**config.mk**
```make
export PLATFORM = sky130hd
export DESIGN_NAME = fetch_ctrl
export DESIGN_NICKNAME = d
export VERILOG_FILES = /design/src/rtl/fetch_ctrl.sv
export SDC_FILE = /design/constraint.sdc
export NUM_CORES = 1
export LEC_CHECK = 0
export CORE_MARGIN = 3
export CORE_UTILIZATION = 49
export CTS_CLUSTER_SIZE = 12
export DETAILED_ROUTE_END_ITERATION = 10
export PLACE_DENSITY = 0.81
export SLEW_MARGIN = 20
export SYNTH_ARGS = -nofsm -noshare
export SYNTH_HDL_FRONTEND = slang
export SYNTH_SLANG_ARGS = --single-unit
```
**constraint.sdc**
```tcl
create_clock -name clk -period 6.1 [get_ports clk]
set_clock_uncertainty 0.15 [all_clocks]
set_input_delay 0.915 -clock clk [delete_from_list [all_inputs] [get_ports clk]]
set_output_delay 0.915 -clock clk [all_outputs]
set_load 0.03 [all_outputs]
```
**src/rtl/fetch_ctrl.sv**
```systemverilog
// fetch_ctrl: single-outstanding instruction fetch controller.
// Drives the PC register (pc_next/pc_ce) from its Q output, requests words
// from instruction memory over req/ack, and presents them to decode through a
// one-entry valid/ready buffer backed by a hold register.
// Optional feature: define FETCH_MISALIGN_EN to turn a misaligned PC into a
// buffered fault entry (if_fault) instead of a memory request.
module fetch_ctrl #(
    parameter logic [31:0] PC_STEP   = 32'd4,
    parameter logic [31:0] NOP_INSTR = 32'h0000_0000
) (
    input  logic        clk,
    input  logic        rst,
    input  logic [31:0] pc,
    output logic [31:0] pc_next,
    output logic        pc_ce,
    input  logic        redirect,
    input  logic [31:0] redirect_target,
    output logic        imem_req,
    output logic [31:0] imem_addr,
    input  logic        imem_ack,
    input  logic [31:0] imem_rdata,
    output logic        if_valid,
    output logic [31:0] if_instr,
    output logic [31:0] if_pc,
    input  logic        id_ready
`ifdef FETCH_MISALIGN_EN
    ,
    output logic        if_fault
`endif
);

    typedef enum logic [1:0] {
        ST_IDLE = 2'd0,
        ST_WAIT = 2'd1,
        ST_HOLD = 2'd2
    } state_e;

    state_e      state_q,      state_d;
    logic        imem_req_q,   imem_req_d;
    logic [31:0] imem_addr_q,  imem_addr_d;
    logic        kill_q,       kill_d;
    logic        if_valid_q,   if_valid_d;
    logic [31:0] if_instr_q,   if_instr_d;
    logic [31:0] if_pc_q,      if_pc_d;
    logic [31:0] hold_instr_q, hold_instr_d;
    logic [31:0] hold_pc_q,    hold_pc_d;
`ifdef FETCH_MISALIGN_EN
    logic        if_fault_q,   if_fault_d;
`endif

    logic        buf_free;
    logic        pc_mis;
    logic        pc_ce_c;
    logic [31:0] pc_next_c;

`ifdef FETCH_MISALIGN_EN
    assign pc_mis = (pc[1:0] != 2'b00);
`else
    assign pc_mis = 1'b0;
`endif

    // Next-state, buffer and PC-update decisions; redirect outranks everything.
    always_comb begin
        state_d      = state_q;
        imem_req_d   = imem_req_q;
        imem_addr_d  = imem_addr_q;
        kill_d       = kill_q;
        hold_instr_d = hold_instr_q;
        hold_pc_d    = hold_pc_q;
        if_instr_d   = if_instr_q;
        if_pc_d      = if_pc_q;
`ifdef FETCH_MISALIGN_EN
        if_fault_d   = if_fault_q;
`endif
        pc_ce_c      = 1'b0;
        pc_next_c    = pc;

        buf_free   = !if_valid_q || id_ready;
        // A transfer empties the buffer unless a load below refills it.
        if_valid_d = if_valid_q && !id_ready;

        unique case (state_q)
            ST_IDLE: begin
                if (redirect) begin
                    pc_ce_c   = 1'b1;
                    pc_next_c = redirect_target;
                end else if (buf_free) begin
                    if (pc_mis) begin
                        // Fault entry replaces the request; PC stays frozen.
                        if_valid_d = 1'b1;
                        if_instr_d = NOP_INSTR;
                        if_pc_d    = pc;
`ifdef FETCH_MISALIGN_EN
                        if_fault_d = 1'b1;
`endif
                    end else begin
                        imem_req_d  = 1'b1;
                        imem_addr_d = pc;
                        state_d     = ST_WAIT;
                    end
                end
            end

            ST_WAIT: begin
                if (redirect) begin
                    pc_ce_c   = 1'b1;
                    pc_next_c = redirect_target;
                    if (imem_ack) begin
                        imem_req_d = 1'b0;
                        kill_d     = 1'b0;
                        state_d    = ST_IDLE;
                    end else begin
                        // Request cannot be withdrawn; drop its reply later.
                        kill_d = 1'b1;
                    end
                end else if (imem_ack) begin
                    imem_req_d = 1'b0;
                    kill_d     = 1'b0;
                    state_d    = ST_IDLE;
                    if (!kill_q) begin
                        pc_ce_c   = 1'b1;
                        pc_next_c = imem_addr_q + PC_STEP;
                        if (buf_free) begin
                            if_valid_d = 1'b1;
                            if_instr_d = imem_rdata;
                            if_pc_d    = imem_addr_q;
`ifdef FETCH_MISALIGN_EN
                            if_fault_d = 1'b0;
`endif
                        end else begin
                            hold_instr_d = imem_rdata;
                            hold_pc_d    = imem_addr_q;
                            state_d      = ST_HOLD;
                        end
                    end
                end
            end

            ST_HOLD: begin
                if (redirect) begin
                    pc_ce_c   = 1'b1;
                    pc_next_c = redirect_target;
                    state_d   = ST_IDLE;
                end else if (buf_free) begin
                    if_valid_d = 1'b1;
                    if_instr_d = hold_instr_q;
                    if_pc_d    = hold_pc_q;
`ifdef FETCH_MISALIGN_EN
                    if_fault_d = 1'b0;
`endif
                    state_d    = ST_IDLE;
                end
            end

            default: begin
                state_d    = ST_IDLE;
                imem_req_d = 1'b0;
                kill_d     = 1'b0;
            end
        endcase

        // Any redirect flushes the decode buffer (the hold is dropped via IDLE).
        if (redirect) begin
            if_valid_d = 1'b0;
        end

        // An empty buffer always presents the NOP and no fault.
        if (!if_valid_d) begin
            if_instr_d = NOP_INSTR;
`ifdef FETCH_MISALIGN_EN
            if_fault_d = 1'b0;
`endif
        end
    end

    // State and registered-output flops, asynchronously cleared.
    always_ff @(posedge clk or posedge rst) begin
        if (rst) begin
            state_q      <= ST_IDLE;
            imem_req_q   <= 1'b0;
            imem_addr_q  <= '0;
            kill_q       <= 1'b0;
            if_valid_q   <= 1'b0;
            if_instr_q   <= NOP_INSTR;
            if_pc_q      <= '0;
            hold_instr_q <= '0;
            hold_pc_q    <= '0;
`ifdef FETCH_MISALIGN_EN
            if_fault_q   <= 1'b0;
`endif
        end else begin
            state_q      <= state_d;
            imem_req_q   <= imem_req_d;
            imem_addr_q  <= imem_addr_d;
            kill_q       <= kill_d;
            if_valid_q   <= if_valid_d;
            if_instr_q   <= if_instr_d;
            if_pc_q      <= if_pc_d;
            hold_instr_q <= hold_instr_d;
            hold_pc_q    <= hold_pc_d;
`ifdef FETCH_MISALIGN_EN
            if_fault_q   <= if_fault_d;
`endif
        end
    end

    assign pc_ce     = pc_ce_c && !rst;
    assign pc_next   = pc_next_c;
    assign imem_req  = imem_req_q;
    assign imem_addr = imem_addr_q;
    assign if_valid  = if_valid_q;
    assign if_instr  = if_instr_q;
    assign if_pc     = if_pc_q;
`ifdef FETCH_MISALIGN_EN
    assign if_fault  = if_fault_q;
`endif

endmodule
```
; Word-level counts from Yosys, hierarchy flattened
; Index checks and enable logic that the tools add are counted.
[totals]
register_bits = 165
inputBits = 101
word_cells = 97
[classes]
n_addsub = 1
n_eq_ne = 19
muxes = 47
n_bitwise = 5
n_reduce_logical = 16
[ops]
columns = cell, n
row1 = 32-bit 2-to-1 mux, 17
row2 = 32-bit case mux with 2 select lines, 3
row3 = "32-bit by 3-bit adder with 32-bit output, second input constant", 1
row4 = "3-bit != test, second input constant", 8
row5 = 2-bit 2-to-1 mux, 9
row6 = "2-bit != test, second input constant", 8
row7 = 7-bit AND reduction, 2
row8 = 1-bit 2-to-1 mux, 13
row9 = 4-bit AND reduction, 2
row10 = 1-bit case mux with 2 select lines, 3
row11 = 2-bit case mux with 3 select lines, 1
row12 = 1-bit inverter, 5
row13 = 5-bit AND reduction, 1
row14 = 1-bit logical NOT, 3
row15 = "3-bit by 1-bit != test with 1-bit output, second input constant", 1
row16 = 1-bit case mux with 3 select lines, 1
row17 = 3-bit AND reduction, 1
row18 = "2-bit by 1-bit == test with 1-bit output, second input constant", 1
row19 = "2-bit == test, second input constant", 1
row20 = 1-bit logical AND, 2
row21 = 2-bit logical NOT, 1
row22 = 2-bit AND reduction, 1
row23 = 2-bit nonzero test, 1
row24 = 2-bit OR reduction, 1
row25 = 1-bit logical OR, 1

; Logic depth before layout (Yosys ltp)
[depth]
ltp_word = 9
ltp_mapped = 10

; Worst setup path after synthesis
; No wires, ideal clock.
[synth_path]
kind = input to output
from = input port redirect
to = output port pc_next[8]
t_arrival_ns = 2.613
t_required_ns = 5.035
setup_slack_ns = 2.422
stages = 5
n_path_buf = 3
path_cell_list = buf_2 > clkbuf_1 > buf_1 > o22ai_1 > a221oi_1
[synth_between]
elab_chain_len = 2
[synth_lines]
columns = item, line_no
row1 = start: declaration, 16  ; input logic redirect,
row2 = 32-bit 2-to-1 mux (on tied branches), "84, 140, 105"
row3 = 32-bit case mux with 2 select lines *, 82  ; unique case (state_q)
row4 = end: declaration, 14  ; output logic [31:0] pc_next,
; Mark *: on every way between the ends. The rest lies on a longest branch, timed or not.

; Worst setup path after layout
[layout_path]
from = input port redirect
to = output port pc_next[9]
; The elaborated chain is that of the path after synthesis.

==> metrics.log <==
INFO  metric setup.worst_path.end = pc_next[9]
INFO  metric grt_remaining_overflow = 0
INFO  metric cp.required = 5.03 ns
INFO  metric io_pins = 232
INFO  metric wire_per_inst = about 20 µm
INFO  metric synth_top_cell_by_area = dfrtp_1
INFO  metric most_frequently_used_flop_master_after_synthesis = dfrtp_1
INFO  metric vdd_ir_drop_max = ~0.35 mV
INFO  metric drive_gt1_frac = 0.161
INFO  metric max_cap_violations = 0
INFO  metric drcViolationCount = 0
INFO  metric violation_count_after_the_first_detailed_routing_iteration = 451
INFO  metric postSynthAreaPerCell = between 10 and 15 µm²
INFO  metric worstReg2RegEnd = if_instr[27]$_DFFE_PP0P_
INFO  metric switchingPower = 2.31 mW
INFO  metric mappedNetlistNets = 879
INFO  metric ctsResizeCount = 0
INFO  metric proportion_of_total_power_due_to_net_switching = 0.414
INFO  metric final_net_count = 1,087
INFO  metric global_route_wire_length_before_repair = 37.4 mm
INFO  metric max-clock-path-buffers = 2
INFO  metric fmaxAchievable = 206 MHz
INFO  metric numPlacedInstances = 1,182
INFO  metric gr-usage-all-layers = 0.258
INFO  metric htreeDepth = 4
INFO  metric die-width = 136 µm
INFO  metric hold_buffers = 0
INFO  metric report.power.total = 5.59 mW
INFO  metric crit_path_cell_trace = clkdlybuf4s50_1, buf_4, nand2b_1, nor2_4, nand2_1, o21ai_0, clkdlybuf4s50_1
INFO  metric postRouteWirelength = approximately 24 mm
INFO  metric initial_cell_density_of_the_core = 0.501
INFO  metric drt_pre_antenna_iters = 5
INFO  metric tritoncts = done
INFO  metric netlist-cell-type-count = 55
INFO  metric seq_area_frac_synth = 0.495
INFO  metric endpoint_kind = output pin
INFO  metric status = complete, no violations
INFO  metric fp.coreArea = 16,600 µm²
INFO  metric root_buffer = clkbuf_16
INFO  metric crit_fanout = 16
INFO  metric postSynth.asyncResetShare = 1.00
INFO  metric largest_net_degree_at_the_start_of_global_routing = 86
INFO  metric clockPowerShare = 0.197
INFO  metric mostFrequentLayoutCell = clkdlybuf4s50_1
INFO  metric initial_antenna_violation_count = 2
INFO  metric reg2reg_depth = 7
INFO  metric hold_ws = 0.328 ns
INFO  metric worst_slew_pin_slew = 1.00 ns
INFO  metric sum_of_negative_setup_slack = 0 ns
INFO  metric slew_viol_final = 0
INFO  metric post_synth_inst_count = a little under 800
INFO  metric hold_viol = 0
INFO  metric synth.cell_area = 8340 µm²
INFO  metric cellInternalPower = 3.28 mW
INFO  metric yosys_synthesis_warning_count = 0
INFO  metric dp_slack = around 1.3 ns
INFO  metric synth-edff-count = 0
INFO  metric max_slew_margin = 0.333
INFO  metric postLayoutSetupSlackWorst = 1.24 ns
INFO  metric timing.final.setup_violations = 0
INFO  metric crit_path_start = redirect
INFO  metric port_buffers = 231
INFO  metric number_of_buffers_inserted_during_clock_tree_synthesis = 17
INFO  metric hp-class = reg -> reg
INFO  metric clock_latency = 0.42 ns
INFO  metric p_seq_frac = 0.341
INFO  metric yosys.area.top_type_share = 0.495
INFO  metric rsz_0062_raised_after_global_routing = no
INFO  metric arrival = 3.79 ns
INFO  metric worst_setup_start_kind = primary input
INFO  metric synth.top_cells.by_area = dfrtp_1 (50%), mux2_2 (13%), mux2i_1 (7.8%)
INFO  metric power.density = 489 nW/µm²
INFO  metric syn2layout_area_growth = 37.0%
INFO  metric pwr-share-comb = 0.462
INFO  metric first_global_vias = 6,803
INFO  metric critical_path.most_common_cell = clkdlybuf4s50_1
INFO  metric post-cts-setup-buffer-count = 0
INFO  metric cp_slowest_stage_delay = 0.72 ns
INFO  metric power_leakage = 4.68 nW
INFO  metric die_y = 136 µm
INFO  metric worst_setup_hold_path_clk_slew = 0.06 ns
INFO  metric std_cell_rows = 47
INFO  metric most-common-layout-cells = clkdlybuf4s50_1 (231), dfrtp_1 (165), mux2_2 (95)
INFO  metric slack_of_the_worst_reg_to_reg_path = about 3 ns
INFO  metric critical_path.reg2reg.startpoint = state_q[0]$_DFFE_PP0P_
INFO  metric routabilityCongestion = about 0.9
INFO  metric num_vias = around 7,000
INFO  metric routed_via_density = 5.75
INFO  metric finish.cell_count_without_fillers = 1,215
INFO  metric floorplan.die_area = 18,600 µm²
INFO  metric critical_path_class = in -> out
INFO  metric period_share = 0.796
INFO  metric place_hpwl = 16.5 mm
INFO  metric cpMaxStageDelayCell = clkdlybuf4s50_1
INFO  metric timing.final.crit_period = 4.86 ns
INFO  metric tritoncts_num_sinks = about 170
INFO  metric postSynthRegisterBits = 165
INFO  metric detail-route-antenna-nets = 0
## through the flow
| stage | instance area, µm² | utilization |
|---|---|---|
| after global routing | 11400 | 0.687 |
| after CTS | 11400 | 0.686 |
| after detailed placement | 10800 | 0.649 |
| final | 11400 | 0.687 |
| after global placement | 10800 | 0.649 |
| after floorplan | 8340 | - |
## layer usage
metal / track usage / vias to the layer above / routed length, µm
met1: 0.340 / 3462 / 9900
met3: 0.0637 / 49 / 1640
met2: 0.408 / 278 / 11700
met4: 0.107 / 0 / 765
met5: 0 / - / 0
li1: - / 3203 / -
## flip-flops by register name, summed over array words and instances (netlist names)
signal        count
hold_instr_q     32
hold_pc_q        32
if_instr         32
if_pc            32
if_valid          1
imem_addr        32
imem_req          1
kill_q            1
state_q           2
## cell usage after synthesis (all sizes together) (2+ instances only)
cell type / instances
a21o: 2
o31a: 2
a21oi: 55
nand2: 65
nor4: 3
or4: 3
or3: 3
mux2i: 65
nor2: 46
a31oi: 3
a22oi: 22
nand2b: 6
nand3: 13
o21ai: 74
nand4: 9
xnor2: 7
clkbuf: 21
or2: 2
and2: 3
a31o: 2
a221oi: 3
a222oi: 3
and3: 5
buf: 33
ha: 5
o31ai: 3
o22ai: 5
mux2: 95
o211ai: 4
xor2: 15
dfrtp: 165
and4: 7
nor2b: 2
inv: 9
nor3: 7
## cells by family (layout without fill, tap and decap cells)
family | count (synthesis) | in the layout | share of synthesized area
AND/OR/NAND/NOR | 175 | 175 | 0.107
adder cells (fa/ha/maj) | 5 | 5 | 0.00750
flip-flops | 165 | 165 | 0.495
XOR/XNOR | 22 | 22 | 0.0231
other | 0 | 2 | 0
buffers and inverters | 64 | 284 | 0.0336
multiplexers | 160 | 160 | 0.206
AO/OA/AOI/OAI | 182 | 182 | 0.128
## power groups by stage
stage / Sequential, mW / Clock (mW) / Combinational (mW)
floorplan: 2.25 / 0 / 1.16
global placement: 1.89 / 0 / 2.53
detailed placement: 1.91 / 0 / 2.57
CTS: 1.90 / 1.12 / 2.59
global route: 1.96 / 1.17 / 2.74
finish: 1.90 / 1.10 / 2.58
## area by class of cell
type,instances,area [µm²]
inverter,10,42.5
clock buffer,22,494
sequential,165,4130
tap,220,275
multi-input combinational,544,3960
clock inverter,9,116
antenna,2,5.00
fill,1267,5220
timing repair buffer,243,2400
## worst min path at each step
stage / start / end / cells past startpoint
CTS: if_instr[31]$_DFFE_PP0P_ / if_instr[31]$_DFFE_PP0P_ / 2
global route: if_instr[14]$_DFFE_PP0P_ / if_instr[14]$_DFFE_PP0P_ / 2
global placement: if_instr[3]$_DFFE_PP0P_ / if_instr[3]$_DFFE_PP0P_ / 2
detailed placement: if_instr[31]$_DFFE_PP0P_ / if_instr[31]$_DFFE_PP0P_ / 2
floorplan: hold_pc_q[20]$_DFFE_PP0P_ / hold_pc_q[20]$_DFFE_PP0P_ / 2
finish: if_instr[3]$_DFFE_PP0P_ / if_instr[3]$_DFFE_PP0P_ / 2
## worst max-delay path: cells and delay by family
| kind | cells | cell delay [ns] |
|---|---|---|
| AO/OA/AOI/OAI | 1 | 0.33 |
| buffers and inverters | 3 | 1.62 |
| AND/OR/NAND/NOR | 3 | 0.92 |
Power figures use the tool's default switching activity.
